### src/rtl/fetch_unit.sv
// Instruction fetch unit: drives the external PC register, issues single-outstanding
// instruction-memory reads and buffers returned words in a 2-entry FIFO toward decode.
module fetch_unit #(
    parameter int ADDR_WIDTH  = 16,
    parameter int INSTR_WIDTH = 32,
    parameter int PC_INC      = 1
) (
    input  logic                   clk,
    input  logic                   reset,
    input  logic [ADDR_WIDTH-1:0]  pc_cur,
    output logic                   pc_write,
    output logic [ADDR_WIDTH-1:0]  pc_next,
    output logic                   imem_req,
    output logic [ADDR_WIDTH-1:0]  imem_addr,
    input  logic                   imem_ack,
    input  logic [INSTR_WIDTH-1:0] imem_rdata,
    input  logic                   redirect,
    input  logic [ADDR_WIDTH-1:0]  redirect_target,
    output logic                   inst_valid,
    output logic [INSTR_WIDTH-1:0] inst_data,
    output logic [ADDR_WIDTH-1:0]  inst_pc,
    input  logic                   inst_ready
);

    typedef enum logic [1:0] {
        ST_IDLE    = 2'd0,
        ST_BUSY    = 2'd1,
        ST_DISCARD = 2'd2
    } state_t;

    state_t                 state_q, state_d;
    logic [1:0]             count_q, count_d;
    logic [ADDR_WIDTH-1:0]  addr_hold_q, addr_hold_d;
    logic [ADDR_WIDTH-1:0]  pc_mem_q   [2];
    logic [ADDR_WIDTH-1:0]  pc_mem_d   [2];
    logic [INSTR_WIDTH-1:0] data_mem_q [2];
    logic [INSTR_WIDTH-1:0] data_mem_d [2];

    logic       push;
    logic       pop;
    logic       flush;
    logic [1:0] count_after_pop;

    assign inst_valid = (count_q != 2'd0);
    assign inst_data  = data_mem_q[0];
    assign inst_pc    = pc_mem_q[0];
    assign pop        = inst_valid && inst_ready;

    // NOTE: every signal written here gets a default first, so no path leaves one unassigned
    // and no latch is inferred.
    always_comb begin
        state_d         = state_q;
        count_d         = count_q;
        addr_hold_d     = addr_hold_q;
        pc_mem_d        = pc_mem_q;
        data_mem_d      = data_mem_q;
        pc_write        = 1'b0;
        pc_next         = '0;
        imem_req        = 1'b0;
        imem_addr       = '0;
        push            = 1'b0;
        flush           = 1'b0;
        count_after_pop = 2'd0;

        case (state_q)
            ST_IDLE: begin
                if (redirect || (count_q != 2'd2)) begin
                    state_d = ST_BUSY;
                end
            end
            ST_BUSY: begin
                imem_req    = 1'b1;
                imem_addr   = pc_cur;
                addr_hold_d = pc_cur;
                if (redirect) begin
                    state_d = imem_ack ? ST_BUSY : ST_DISCARD;
                end else if (imem_ack) begin
                    push     = 1'b1;
                    pc_write = 1'b1;
                    pc_next  = pc_cur + ADDR_WIDTH'(PC_INC);
                end
            end
            ST_DISCARD: begin
                // pc_cur already holds the redirect target; the bus must keep the old address.
                imem_req  = 1'b1;
                imem_addr = addr_hold_q;
                if (imem_ack) begin
                    state_d = ST_BUSY;
                end
            end
            default: begin
                state_d = ST_IDLE;
            end
        endcase

        if (redirect) begin
            pc_write = 1'b1;
            pc_next  = redirect_target;
            flush    = 1'b1;
        end

        if (flush) begin
            count_d = 2'd0;
        end else begin
            count_after_pop = count_q - {1'b0, pop};
            if (pop) begin
                pc_mem_d[0]   = pc_mem_q[1];
                data_mem_d[0] = data_mem_q[1];
            end
            if (push) begin
                pc_mem_d[count_after_pop[0]]   = pc_cur;
                data_mem_d[count_after_pop[0]] = imem_rdata;
            end
            count_d = count_after_pop + {1'b0, push};
        end

        if (push) begin
            state_d = (count_d == 2'd2) ? ST_IDLE : ST_BUSY;
        end

        // A late ack arriving while reset is held must not move the PC.
        if (!reset) begin
            pc_write = 1'b0;
            pc_next  = '0;
        end
    end

    // NOTE: the two FIFO slots are reset too, because decode sees inst_data/inst_pc as 0
    // straight out of reset.
    always_ff @(posedge clk) begin
        if (!reset) begin
            state_q     <= ST_IDLE;
            count_q     <= 2'd0;
            addr_hold_q <= '0;
            pc_mem_q    <= '{default: '0};
            data_mem_q  <= '{default: '0};
        end else begin
            state_q     <= state_d;
            count_q     <= count_d;
            addr_hold_q <= addr_hold_d;
            pc_mem_q    <= pc_mem_d;
            data_mem_q  <= data_mem_d;
        end
    end

endmodule

### config.mk
export PLATFORM = sky130hd
export DESIGN_NAME = fetch_unit
export DESIGN_NICKNAME = d
export VERILOG_FILES = /design/src/rtl/fetch_unit.sv
export SDC_FILE = /design/constraint.sdc
export NUM_CORES = 1
export LEC_CHECK = 0
export ABC_AREA = 1
export ABC_CLOCK_PERIOD_IN_PS = 2300
export CAP_MARGIN = 40
export CORE_MARGIN = 2
export CORE_UTILIZATION = 45
export DETAILED_ROUTE_END_ITERATION = 6
export MAX_ROUTING_LAYER = met4
export PLACE_DENSITY = 0.71
export SYNTH_ARGS = -nofsm -noshare
export SYNTH_HDL_FRONTEND = slang
export SYNTH_SLANG_ARGS = --single-unit
### constraint.sdc
create_clock -name clk -period 2.3 [get_ports clk]
set_input_delay 0.46 -clock clk [delete_from_list [all_inputs] [get_ports clk]]
set_output_delay 0.46 -clock clk [all_outputs]
set_load 0.02 [all_outputs]
; ---- Word-level counts from Yosys, hierarchy flattened
; Index checks and enable logic that the tools add are counted.
[classes]
muxes = 33
n_reduce_logical = 8
bitwise_logic = 2
magnitude_cmp = 2
add_sub_neg = 3
n_eq_ne = 7
[op_table]
columns = op, n
row1 = 32-bit 2-to-1 mux, 4
row2 = 16-bit 2-to-1 mux, 7
row3 = 64-bit bitwise mux, 1
row4 = 64-bit 2-to-1 mux, 1
row5 = 32-bit bitwise mux, 1
row6 = 32-bit demux with 1-bit select, 1
row7 = 16-bit one-hot mux with 2 select lines, 1
row8 = 16-bit by 1-bit adder with 16-bit output (second input constant), 1
row9 = 16-bit demux with 1-bit select, 1
row10 = 2-bit 2-to-1 mux, 6
row11 = 1-bit 2-to-1 mux, 9
row12 = 3-bit != test (second input constant), 3
row13 = 2-bit one-hot mux with 3 select lines, 1
row14 = 2-bit == test (second input constant), 2
row15 = 3-bit AND reduction, 1
row16 = 2-bit by 1-bit adder with 2-bit output, 1
row17 = 2-bit by 1-bit == test with 1-bit output (second input constant), 1
row18 = 2-bit greater-or-equal comparator (second input constant), 1
row19 = 1-bit logical AND, 2
row20 = 2-bit logical NOT, 1
row21 = 2-bit by 1-bit < comparator with 1-bit output (second input constant), 1
row22 = 2-bit != test (second input constant), 1
row23 = 1-bit NOT with 2-bit output, 1
row24 = 2-bit AND reduction, 1
row25 = 5 further kinds, 5
[word_totals]
regBits = 116
in_bits = 69
word_cells = 62

; ---- Depth between registers and ports, before layout
; Gate-level depths: netlist of run 1.
[depth]
depth_word = 10
ltp_mapped = 13
depth_no_buf = 12

; ---- Worst setup path before layout of run 1
; OpenSTA, ideal clock, no wires.
[synth_path]
kind = reg2reg
start = reg count_q[1]
end = reg state_q[0]
arrival_time_ns = 1.922
t_required_ns = 2.180
slack_ns = 0.258
stages_incl_launch_ff = 14
synth_period_minus_slack_ns = 2.042
path_cell_list = dfxtp_1 -> inv_1 -> nand2_1 -> nand2_2 -> inv_2 -> buf_2 -> ha_1 -> inv_1 -> ha_1 -> inv_1 -> nand2_1 -> nand3_1 -> o21bai_1 -> a21oi_1
[synth_between]
elab_chain_cells = 8
elab_cells_between_ends = 12
cone_classes = add/sub: 2 / eq/ne: 3 / mux: 3 / reduce/logical: 4
[synth_lines]
columns = element, line
row1 = start: declaration, 32  ; logic [1:0] count_q, count_d;
row2 = start signal: assignment, 139  ; count_q <= count_d;
row3 = 2-bit nonzero test, 44  ; assign inst_valid = (count_q != 2'd0);
row4 = via inst_valid, 19  ; output logic inst_valid,
row5 = 1-bit logical AND, 47  ; assign pop = inst_valid && inst_ready;
row6 = 2-bit by 1-bit subtractor with 2-bit output, 105  ; count_after_pop = count_q - {1'b0, pop};
row7 = 2-bit by 1-bit adder with 2-bit output, 114  ; count_d = count_after_pop + {1'b0, push};
row8 = 2-bit 2-to-1 mux, 102  ; if (flush) begin
row9 = 2-bit == test, 118  ; state_d = (count_d == 2'd2) ? ST_IDLE : ST_BUSY;
row10 = 1-bit 2-to-1 mux, 118
row11 = 2-bit 2-to-1 mux, 117  ; if (push) begin
row12 = end signal: assignment, 138  ; state_q <= state_d;
row13 = end: declaration, 31  ; state_t state_q, state_d;
; The timed path passes the listed nets, and every way through them passes these cells.
; A chain may end at the register's enable or synchronous reset.

; ---- Worst setup path after layout of run 1
[layout_path]
start = in pc_cur[3]
end = out pc_next[15]
[layout_between]
elab_chain_cells = 5
[layout_lines]
columns = element, line
row1 = start: declaration, 10  ; input logic [ADDR_WIDTH-1:0] pc_cur,
row2 = 16-bit by 1-bit adder with 16-bit output, 80  ; pc_next = pc_cur + ADDR_WIDTH'(PC_INC);
row3 = 16-bit 2-to-1 mux, 77  ; end else if (imem_ack) begin
row4 = 16-bit 2-to-1 mux, 65  ; case (state_q)
row5 = 16-bit 2-to-1 mux, 96  ; if (redirect) begin
row6 = 16-bit 2-to-1 mux, 122  ; if (!reset) begin
row7 = end: declaration, 12  ; output logic [ADDR_WIDTH-1:0] pc_next,
; Every way passes these cells.

==> summary.md, run 1 <==
| Metric | Value |
|---|---|
| Status | completed |
| Max-Cap Viols | 0 |
| Worst VDD drop | 0.000660 V |
| CP Data Required Time | around 1800 ps |
| Clock sink total | between 100 and 150 |
| Syn_nets | slightly above 1000 |
| Post-synthesis adder-cell area fraction | 1.41% |
| Net Sw Frac | 31.8% |
| Post-route ant nets | 0 |
| Time the worst path needs with I/O delays and setup | between 2000 and 2500 ps |
| Fin Hold WS | 453 ps |
| Cell Pwr Density | 824 nW/um^2 |
| XOR/XNOR Fraction of Synth Area | less than 1% |
| Highest metal used | met4 |
| Ratio of cells with drive above 1 in the final layout | 17.2% |
| Overall power | around 7 mW |
| Post-synth EDFFs | 0 |
| Post-Synth Simple-Gate Area | between 20% and 30% |
| Worst rel slew slack | 43.7% |
| Num rows | between 40 and 50 |
| Insertion delay to the later sink of the worst-skew pair | ~430 ps |
| Hold depth | 4 |
| Register area share after synthesis | about 37% |
| Crit-path slowest cell | dlygate4sd2_1 |
| First-pass GRT wire length | about 28000 um |
| Met2 WL | 8150 um |
| Drt wl/cell | approximately 14 um |
| Vias in the first global route | 5776 |
| Die H | between 100 and 150 um |
| CTS tree | done |
| Final critical-path share of the clock period | between 90% and 100% |
| Dpl hpwl | 11500 um |
| First DRT Iteration DRCs | a little under 500 |
| Async SR Flop Fraction | 0% |
| Leak | about 3.8 nW |
| Final WL | 17300 um |
| Placed Cells | roughly 1200 |
| Vias/cell | around 5 |
| # port buffers | around 150 |
| Setup tns final | 0 ps |
| Synthesized area | slightly above 6000 um^2 |
| RSZ-0062 raised after global routing | true |
| Internal power | 4.86 mW |
| CTS root buf | clkbuf_16 |
| Worst-case reg-to-reg path depth | 12 |
| Gr usage total | between 20% and 30% |
| Worst min-delay path class | in2reg |
| Final nets | ~1200 |
| Sequential share of power | 32.3% |
| Worst Hold Path EP | inst_pc[0] |
| CP endpoint kind | output port |
| Largest family of logic cells by synthesized area | compound AO/OA/AOI/OAI gates |
| R2r setup slk | roughly 430 ps |
| Post-synth top area cell | dfxtp_1 |
| Reg-to-reg startpoint | count_q[1] |
| Final Util | about 64% |
| I/O pin count | 152 |
| Initial core utilization | a little under half |
| Synth Flop Type | dfxtp_1 |
| TritonCTS buffer count | 17 |
| Critical path launch point type | input port |
| DIE AREA | 14800 um^2 |
| Peak Freq | approximately 0.45 GHz |
| Routability cong. | between 0.9 and 1 |
| Hold buffers post-CTS | 0 |
| Pins Over Slew Limit | 0 |
| CTS H-tree lvls | 4 |
| Critical Path AT | between 1500 and 2000 ps |
| Slowest stage delay, CP | around 260 ps |
| Yosys warns | 0 |
| Setup CP Type | in2out |
| Remaining Overflow, GRT | 0 |
| Largest net degree at the start of global routing | 100 |
| Syn Area/Cell | around 6.6 um^2 |
| M1 WL | around 8000 um |
| Crit-path max FO | 3 |
| Clock buffer depth | 2 |
| Setup violations, final | 0 |
| CTS clock-pin slew for the worst setup and hold paths | roughly 50 ps |
| Worst R2R End | state_q[0] |
| Startpoint of the worst hold path | pc_cur[0] |
| Part of the power in combinational logic | between 20% and 30% |
| Total number of vias | ~6400 |
| Slew @ Worst Pin | roughly 840 ps |
| Clock group share of total power | between 30% and 40% |
| Non-Filler Instances | between 1000 and 1500 |
| Top cell by count, worst path | nor2_1 |
| Core area | between 10000 and 15000 um^2 |
| Sw Pwr | 2.26 mW |
| Top post-synthesis cells by area | dfxtp_1, nand2_1, a21oi_1 |
| Fill count | 1224 |
| Antenna violations before repair | 1 |
| Final number of hold-violating endpoints | 0 |
| Die X | 122 um |
| Top-area cell type share of the netlist area | 37.3% |
| Most common library cells after synthesis | nand2_1, a21oi_1, o21ai_0, dfxtp_1, inv_1 |
| CP Cell Sequence | dlygate4sd2_1 > nand2_2 > buf_4 > nor2_2 > nand2_1 > nor2_1 > nor2_1 > nor2_1 > nand2_1 > a21oi_2 > buf_4 |
| Met3 wire len | approximately 920 um |
| Yosys reg bits | roughly 120 |
| Top-count cell post-synth | nand2_1 |
| Skew final | roughly 11 ps |
| Drt pass-1 iters | 7 |
| Compound-Gate Fraction of Synth Area | between 20 and 25% |
| Mux share of post-synthesis cell area | 0% |
| DRC errors left | 0 |
| Area grow syn2layout | 38.7% |
| Syn Inst Count | 942 |
| Count of different cell masters after synthesis | 29 |
-- layer usage --
| layer | up-vias | track usage (%) |
|---|---|---|
| li1 | 3315 | - |
| met2 | 186 | 37.9 |
| met3 | 18 | 5.52 |
| met5 | - | - |
| met1 | 2853 | 31.7 |
| met4 | 0 | 8.69 |
-- worst max-delay path by stage --
stage               startpoint             to  slack (ps)
global route        state_q[0]     pc_next[3]         -70
detailed placement   pc_cur[0]    pc_next[15]        -710
CTS                 state_q[0]  imem_addr[11]         0.2
finish               pc_cur[3]    pc_next[15]          70
global placement     pc_cur[0]     pc_next[8]        -700
floorplan           count_q[1]     state_q[0]         260
-- timing repair --
action,CTS,global route
pin swaps,14,10
gates resized for setup,149,50
endpoints found under the setup margin,34,32
endpoints found under the hold margin,0,0
cloned,0,0
buffers inserted,1,3
-- power groups by stage --
stage          logic, mW  clock network [mW]  registers [mW]
4_1_cts             2.14                2.74            2.29
5_1_grt             2.32                2.83            2.32
3_5_place_dp        2.18                   0            2.33
6_report            2.12                2.70            2.30
3_3_place_gp        2.16                   0            2.32
2_1_floorplan       1.25                   0            2.30
-- logic make-up (layout without fill, tap and decap cells) --
kind of cell / Yosys count / in the layout
AND/OR/NAND/NOR: 333 / 333
AO/OA/AOI/OAI: 307 / 307
buffers and inverters: 176 / 332
flip-flops: 116 / 116
adder cells (fa/ha/maj): 7 / 7
XOR/XNOR: 3 / 3
other: 0 / 1
-- cell usage in the layout (no fill, tap or decap), types with 5 or more instances in the layout --
| master | synthesis | layout |
|---|---|---|
| a21oi_1 | 150 | 145 |
| a21oi_2 | 0 | 5 |
| buf_12 | 0 | 14 |
| buf_2 | 13 | 15 |
| buf_4 | 58 | 81 |
| clkbuf_16 | 0 | 17 |
| clkbuf_2 | 2 | 11 |
| clkdlybuf4s50_1 | 0 | 100 |
| clkinv_2 | 0 | 5 |
| dfxtp_1 | 116 | 114 |
| dlygate4sd2_1 | 0 | 8 |
| dlymetal6s2s_1 | 0 | 6 |
| ha_1 | 7 | 5 |
| inv_1 | 61 | 58 |
| nand2_1 | 285 | 277 |
| nand2_2 | 2 | 9 |
| nand3_1 | 16 | 15 |
| nor2_1 | 21 | 15 |
| nor2_4 | 1 | 5 |
| o21ai_0 | 124 | 118 |
| o21ai_1 | 31 | 37 |
-- area by class of cell --
cell class              count  area, um^2  area share, %
multi-input cells         650        3080           35.6
flip-flops and latches    116        2320           26.9
repair buffers            235        2160           25.1
clock buffers              19         443           5.13
inverters                  65         249           2.88
well taps                 176         220           2.55
clock inverters            13         156           1.81
diodes                      1        2.50         0.0290
-- metrics by stage --
stage	cell area, um^2	setup WS [ps]
finish	8640	68.6
global route	8640	-65.1
CTS	8630	0.228
detailed placement	8040	-707
global placement	8040	-698
floorplan	6230	258
-- critical path, delay by kind of cell --
kind / cells / cell delay, ps
and+or+nand+nor: 7 / 630
buffers and inverters: 3 / 560
AOI/OAI and AO/OA: 1 / 140
(Power assumes the default switching activity.)
==> inputs of run 2 (changes only) <==
ABC_CLOCK_PERIOD_IN_PS = 2660   (was 2300)
clock period = 2.66 ns   (was 2.3 ns; I/O delays follow)
==> run 2 against run 1 <==
  * Cell area fell by 2.7%
  * Count of clock-buffer cells in the layout rose by 4
  * Non-clock buffer count fell by 14
  * Cell count fell by 1.3%
  * Power fell by 17%
  * Register-to-register slack improved by 180 ps
  * Sequential share of layout area rose by 0.71 points
  * Flip-flop and latch count did not move
  * Sequential power fell by 14%
  * Combinational power fell by 20%
  * Critical path type is now reg2out
  * Largest cell class unchanged
==> summary.md, run 2 (synthesized netlist as in run 1, its figures left out) <==
| Metric | Value |
|---|---|
| DIE AREA | 14800 um^2 (unchanged) |
| Critical path launch point type | flip-flop |
| TritonCTS buffer count | 17 (unchanged) |
| First-pass GRT wire length | 27300 um (-3.0%) |
| Net Sw Frac | 31.4% (-0.35 points) |
| I/O pin count | 152 (unchanged) |
| Sw Pwr | 1.86 mW (-18%) |
| Met3 Use GR | 4.59% (-0.94 points) |
| Final WL | 16800 um (-2.6%) |
| Worst rel slew slack | 45.2% (+1.5 points) |
| Post-route ant nets | 0 (unchanged) |
| Pins Over Slew Limit | 0 (unchanged) |
| Clock buffer depth | 2 (unchanged) |
| CP endpoint kind | output port |
| Ratio of cells with drive above 1 in the final layout | 13.2% (-4.0 points) |
| Cell Pwr Density | 705 nW/um^2 (-14%) |
| Final number of hold-violating endpoints | 0 (unchanged) |
| Initial core utilization | 46.5% (unchanged) |
| Die X | 122 um (unchanged) |
| CTS root buf | clkbuf_16 |
| Setup violations, final | 0 (unchanged) |
| Non-Filler Instances | 1259 (-1.3%) |
| Critical path startpoint | state_q[0] |
| Clock group share of total power | 38.0% (about the same) |
| Num rows | 42 (unchanged) |
| Drt wl/cell | 13.4 um (-1.4%) |
| Crit-path max FO | 4 (+1) |
| DRC errors left | 0 (unchanged) |
| Setup tns final | 0 ps (unchanged) |
| Routability cong. | 0.930 (+2.9%) |
| Peak Freq | slightly below 0.4 GHz |
| CTS H-tree lvls | 4 (unchanged) |
| Skew final | 4.84 ps (-6.38 ps) |
| Placed Area | 7790 um^2 (-3.2%) |
| GR Util met1 | 30.7% (-1.0 points) |
| Commonest non-fill, non-tap cell in the layout | nand2_1 |
| Grt met2 use | 36.9% (-0.98 points) |
| Startpoint of the worst hold path | addr_hold_q[11] |
| Setup CP Type | reg2out |
| Vias in the first global route | 5718 (-1.0%) |
| Largest net degree at the start of global routing | 100 (unchanged) |
| Commonest non-fill, non-tap cells in the layout | nand2_1, a21oi_1, o21ai_0 |
| Final nets | 1147 (-1.2%) |
| # port buffers | 151 (unchanged) |
| Time the worst path needs with I/O delays and setup | approximately 2600 ps |
| Placed Cells | 1224 (-1.1%) |
| Leak | 3.67 nW (-3.4%) |
| CTS clock-pin slew for the worst setup and hold paths | 50 ps (about the same) |
| Final critical-path share of the clock period | between 90% and 100% |
| Slew @ Worst Pin | 822 ps (-22.2 ps) |
| Sequential share of power | 33.4% (+1.1 points) |
| Die H | 122 um (unchanged) |
| Antenna violations before repair | 0 (-1) |
| Gr usage total | 23.7% (-0.84 points) |
| Reg-to-reg startpoint | count_q[1] |
| Insertion delay to the later sink of the worst-skew pair | 410 ps (-20 ps) |
| Hold buffers post-CTS | 0 (unchanged) |
| Drt pass-1 iters | 5 (-2) |
| CTS tree | done |
| Worst VDD drop | 0.000579 V (-12%) |
| Critical Path AT | 2030 ps (+260 ps) |
| CP Data Required Time | 2130 ps (+290 ps) |
| Total number of vias | 6256 (-1.8%) |
| Dpl hpwl | 11200 um (-2.1%) |
| Status | completed |
| Global route hottest layer | met2 |
| Final Cell Area | 8410 um^2 (-2.7%) |
| Worst min-delay path class | reg2reg |
| Internal power | 4.06 mW (-16%) |
| Part of the power in combinational logic | 28.6% (-1.2 points) |
| Max-Cap Viols | 0 (unchanged) |
| Vias/cell | 4.97 (-0.57%) |
| ANT cells | 0 (-1) |
| Remaining Overflow, GRT | 0 (unchanged) |
| RSZ-0062 raised after global routing | false |
| Area grow syn2layout | 35.0% |
| First DRT Iteration DRCs | 518 (+4.2%) |
| Clock sink total | 116 (unchanged) |
| Core area | 13400 um^2 (unchanged) |
run 2: changes by cell type in the layout (fill, tap and decap cells not counted), moves of 4 or more:
cell	previous run	this run
buf_12	14	2
buf_2	15	2
buf_4	81	76
clkdlybuf4s15_1	0	6
clkdlybuf4s50_1	100	111
nand2_1	277	281
run 2: cell type report:
cell class,instances,area (um^2)
Tap cell,176,220
Fill cell,1213,4990
Multi-Input combinational cell,650,3030
Timing Repair Buffer,221,1990
Clock buffer,23,488
Inverter,65,250
Sequential cell,116,2320
Clock inverter,8,100
run 2: timing repair:
item	in CTS	in global routing
gates resized for setup	69	51
endpoints found under the setup margin	33	25
pin swaps	0	6
setup buffers	3	1
run 2: power by group through the flow:
stage / Clock (mW) / Combinational [mW] / Sequential [mW]
after detailed placement: 0 / 1.67 / 2.01
after CTS: 2.28 / 1.69 / 1.98
final: 2.25 / 1.70 / 1.98
after global placement: 0 / 1.66 / 2.01
after floorplan: 0 / 1.08 / 1.99
after global routing: 2.36 / 1.86 / 2.00
run 2: routing by layer:
layer / vias up / part of all wire [%]
met3: 23 / 4.8
met1: 2779 / 47
met5: - / 0
li1: 3278 / -
met2: 176 / 46
met4: 0 / 1.7
run 2: path summary, 6_finish.rpt:
check	end	slack [ps]	cells after the start
setup / recovery	imem_addr[11]	100	6
hold / removal	addr_hold_q[11]	460	2
setup reg to reg	inst_data[1]	610	11
hold reg to reg	addr_hold_q[11]	460	2
run 2: metrics by stage:
stage / util [%] / power (mW) / hold WS (ps) / setup slack, ps
floorplan: - / 3.07 / 441 / 481
global placement: 58.1 / 3.67 / 449 / -518
detailed placement: 58.1 / 3.68 / 454 / -545
CTS: 62.4 / 5.95 / 463 / 5.30
global route: 62.7 / 6.21 / 474 / 4.50
finish: 62.7 / 5.92 / 460 / 103
run 2: critical path: stages, from the launching register on:
cell,delay [ps]
dfxtp_1,370
inv_1,100
ha_1,360
clkinvlp_4,140
buf_4,150
a21oi_1,120
dlygate4sd2_1,380
==> inputs of run 3 (changes only) <==
CORE_MARGIN = 1.5   (was 2)
MAX_ROUTING_LAYER = unset   (was met4)
==> run 3 against run 2 <==
  * Fmax down 0.55%
  * Sequential share of layout area about the same
  * Hold slack better by 1.6 ps
  * Die area down 1.6%
  * Wire length down 2.2%
  * Global-route usage down 0.97 points
  * Largest cell class unchanged
  * Cell area up 0.16%
  * Worst setup slack worse by 14 ps
  * First-iteration DRC count down 6.4%
  * Clock power down 3%
  * Critical path type is now in2out
  * Via count down 0.62%
  * Cell count down 0.24%
==> summary.md, run 3 (synthesized netlist as in run 1, its figures left out) <==
| Metric | Value |
|---|---|
| Status | completed |
| Fill count | 1238 (+2.1%) |
| Antenna violations before repair | 0 (unchanged) |
| Pins Over Slew Limit | 0 (unchanged) |
| Commonest non-fill, non-tap cell in the layout | nand2_1 |
| Post-route ant nets | 0 (unchanged) |
| Num rows | 42 (unchanged) |
| Ratio of cells with drive above 1 in the final layout | 11.8% (-1.4 points) |
| Final Util | 63.1% (+0.35 points) |
| Hold buffers post-CTS | 0 (unchanged) |
| Crit-path slowest cell | clkdlybuf4s50_1 |
| Sw Pwr | 1.81 mW (-2.7%) |
| CTS tree | done |
| Crit-path max FO | 14 (+10) |
| First DRT Iteration DRCs | 485 (-6.4%) |
| Worst rel slew slack | 41.8% (-3.4 points) |
| Setup tns final | 0 ps (unchanged) |
| Worst Hold Path EP | addr_hold_q[12] |
| Internal power | 4.05 mW (-0.26%) |
| Remaining Overflow, GRT | 0 (unchanged) |
| Vias in the first global route | 5513 (-3.6%) |
| Part of the power in combinational logic | 29.0% (+0.4 points) |
| Reg-to-reg startpoint | count_q[1] |
| Fin Hold WS | 462 ps (+1.64 ps) |
| Routability cong. | 0.946 (+1.7%) |
| Critical Path AT | 2040 ps (about the same) |
| Hold depth | 2 (unchanged) |
| M1 WL | 8100 um (+1.9%) |
| # port buffers | 151 (unchanged) |
| CP bufs+invs | 3 (-1) |
| Die H | 121 um (-0.82%) |
| Area grow syn2layout | 35.2% |
| Initial core utilization | 46.7% (+0.18 points) |
| Slew @ Worst Pin | 873 ps (+50.9 ps) |
| Cell Pwr Density | 697 nW/um^2 (-1.2%) |
| Total number of vias | 6217 (-0.62%) |
| Slowest stage delay, CP | 530 ps (+150 ps) |
| Insertion delay to the later sink of the worst-skew pair | 410 ps (about the same) |
| CTS root buf | clkbuf_16 |
| Stages on worst setup path | 7 (+1) |
| Final WL | 16500 um (-2.2%) |
| Worst VDD drop | 0.000394 V (-32%) |
| Peak Freq | 0.389 GHz (-0.55%) |
| Worst-case reg-to-reg path depth | 11 (unchanged) |
| Met3 wire len | 822 um (+1.5%) |
| CTS clock-pin slew for the worst setup and hold paths | 50 ps (about the same) |
| First-pass GRT wire length | 26800 um (-1.8%) |
| Clock sink total | 116 (unchanged) |
| Gr usage total | 22.7% (-0.97 points) |
| Critical path launch point type | input port |
| Sequential share of power | 33.7% (+0.3 points) |
| Dpl hpwl | 11100 um (-1.7%) |
| Max-Cap Viols | 0 (unchanged) |
| Time the worst path needs with I/O delays and setup | 2570 ps (+14.2 ps) |
| Drt wl/cell | 13.1 um (-2.0%) |
| CP endpoint kind | output port |
| TritonCTS buffer count | 17 (unchanged) |
| Clock buffer depth | 2 (unchanged) |
| Cell family with most CP delay | buffers and inverters |
| Net Sw Frac | 30.9% (-0.53 points) |
| Clock group share of total power | 37.2% (-0.8 points) |
| Setup CP Type | in2out |
| DRC errors left | 0 (unchanged) |
| Die X | 121 um (-0.82%) |
| Leak | 3.71 nW (+0.88%) |
| Vias/cell | 4.95 (-0.39%) |
| Drt pass-1 iters | 5 (unchanged) |
| ANT cells | 0 (unchanged) |
| Setup violations, final | 0 (unchanged) |
| I/O pin count | 152 (unchanged) |
| Skew final | 7.25 ps (+2.41 ps) |
| Final nets | 1145 (-0.17%) |
| Worst R2R End | inst_pc[14] |
| CP Cell Sequence | clkdlybuf4s50_1 > nand2_2 > nor2_4 > buf_12 > nand3_1 > a21oi_1 > dlygate4sd2_1 |
| R2r setup slk | 680 ps (+70 ps) |
| Met2 WL | 7350 um (-5.8%) |
| CP Data Required Time | 2130 ps (about the same) |
| Worst min-delay path class | reg2reg |
| Commonest non-fill, non-tap cells in the layout | nand2_1, a21oi_1, o21ai_0 |
| Largest net degree at the start of global routing | 100 (unchanged) |
| Highest metal used | met4 |
| Startpoint of the worst hold path | addr_hold_q[12] |
| DIE AREA | 14600 um^2 (-1.6%) |
| Final number of hold-violating endpoints | 0 (unchanged) |
| RSZ-0062 raised after global routing | true |
| Final critical-path share of the clock period | 96.7% (+0.54 points) |
| Core area | 13300 um^2 (-0.39%) |
| CTS H-tree lvls | 4 (unchanged) |
==> run 3: metal layers <==
metal	GRT usage, %	vias up
met4	7.72	0
met3	4.15	13
met1	31.6	2750
met2	35.3	177
met5	0	-
li1	-	3277
==> run 3: power by group through the flow <==
stage,clock network [mW],logic [mW],registers (mW)
CTS,2.22,1.71,1.98
global placement,0,1.74,2.01
global route,2.31,1.86,1.99
floorplan,0,1.08,1.99
finish,2.18,1.70,1.98
detailed placement,0,1.75,2.01
==> run 3: how the worst max path moves through the flow <==
stage	start	end
global placement	pc_cur[0]	pc_next[11]
detailed placement	pc_cur[1]	pc_next[9]
global route	pc_cur[8]	pc_next[13]
finish	imem_ack	pc_next[2]
CTS	pc_cur[4]	pc_next[12]
floorplan	pc_cur[0]	pc_next[14]
==> run 3: worst reg2reg max path: cells and delay by family (launching register included) <==
kind                     cells  cell delay [ps]
buffers and inverters        4              450
flip-flops                   1              350
AND/OR/NAND/NOR              4              580
AO/OA/AOI/OAI                2              170
adder cells (fa/ha/maj)      1              320
==> run 3: layout make-up <==
class	instances	area [um^2]	share of cell area, %
Timing Repair Buffer	219	2050	24.4
Inverter	65	246	2.93
Tap cell	176	220	2.62
Multi-Input combinational cell	650	3010	35.8
Sequential cell	116	2320	27.6
Clock buffer	26	489	5.81
Clock inverter	4	72.6	0.862
==> run 3: what timing repair did <==
item,4_1_cts,5_1_grt
setup endpoints to repair,33,13
resized for setup,79,24
pin swaps,2,6
buffers inserted,2,0
cloned,0,0
==> run 3: per-stage QoR <==
stage	cell area [um^2]	worst slack, ps	total power, mW	cells
final	8420	88.5	5.86	1256
after global routing	8420	-3.74	6.16	1256
after CTS	8380	-1.64	5.90	1256
after detailed placement	7850	-487	3.76	1224
after global placement	7850	-483	3.75	1224
after floorplan	6230	481	3.07	942
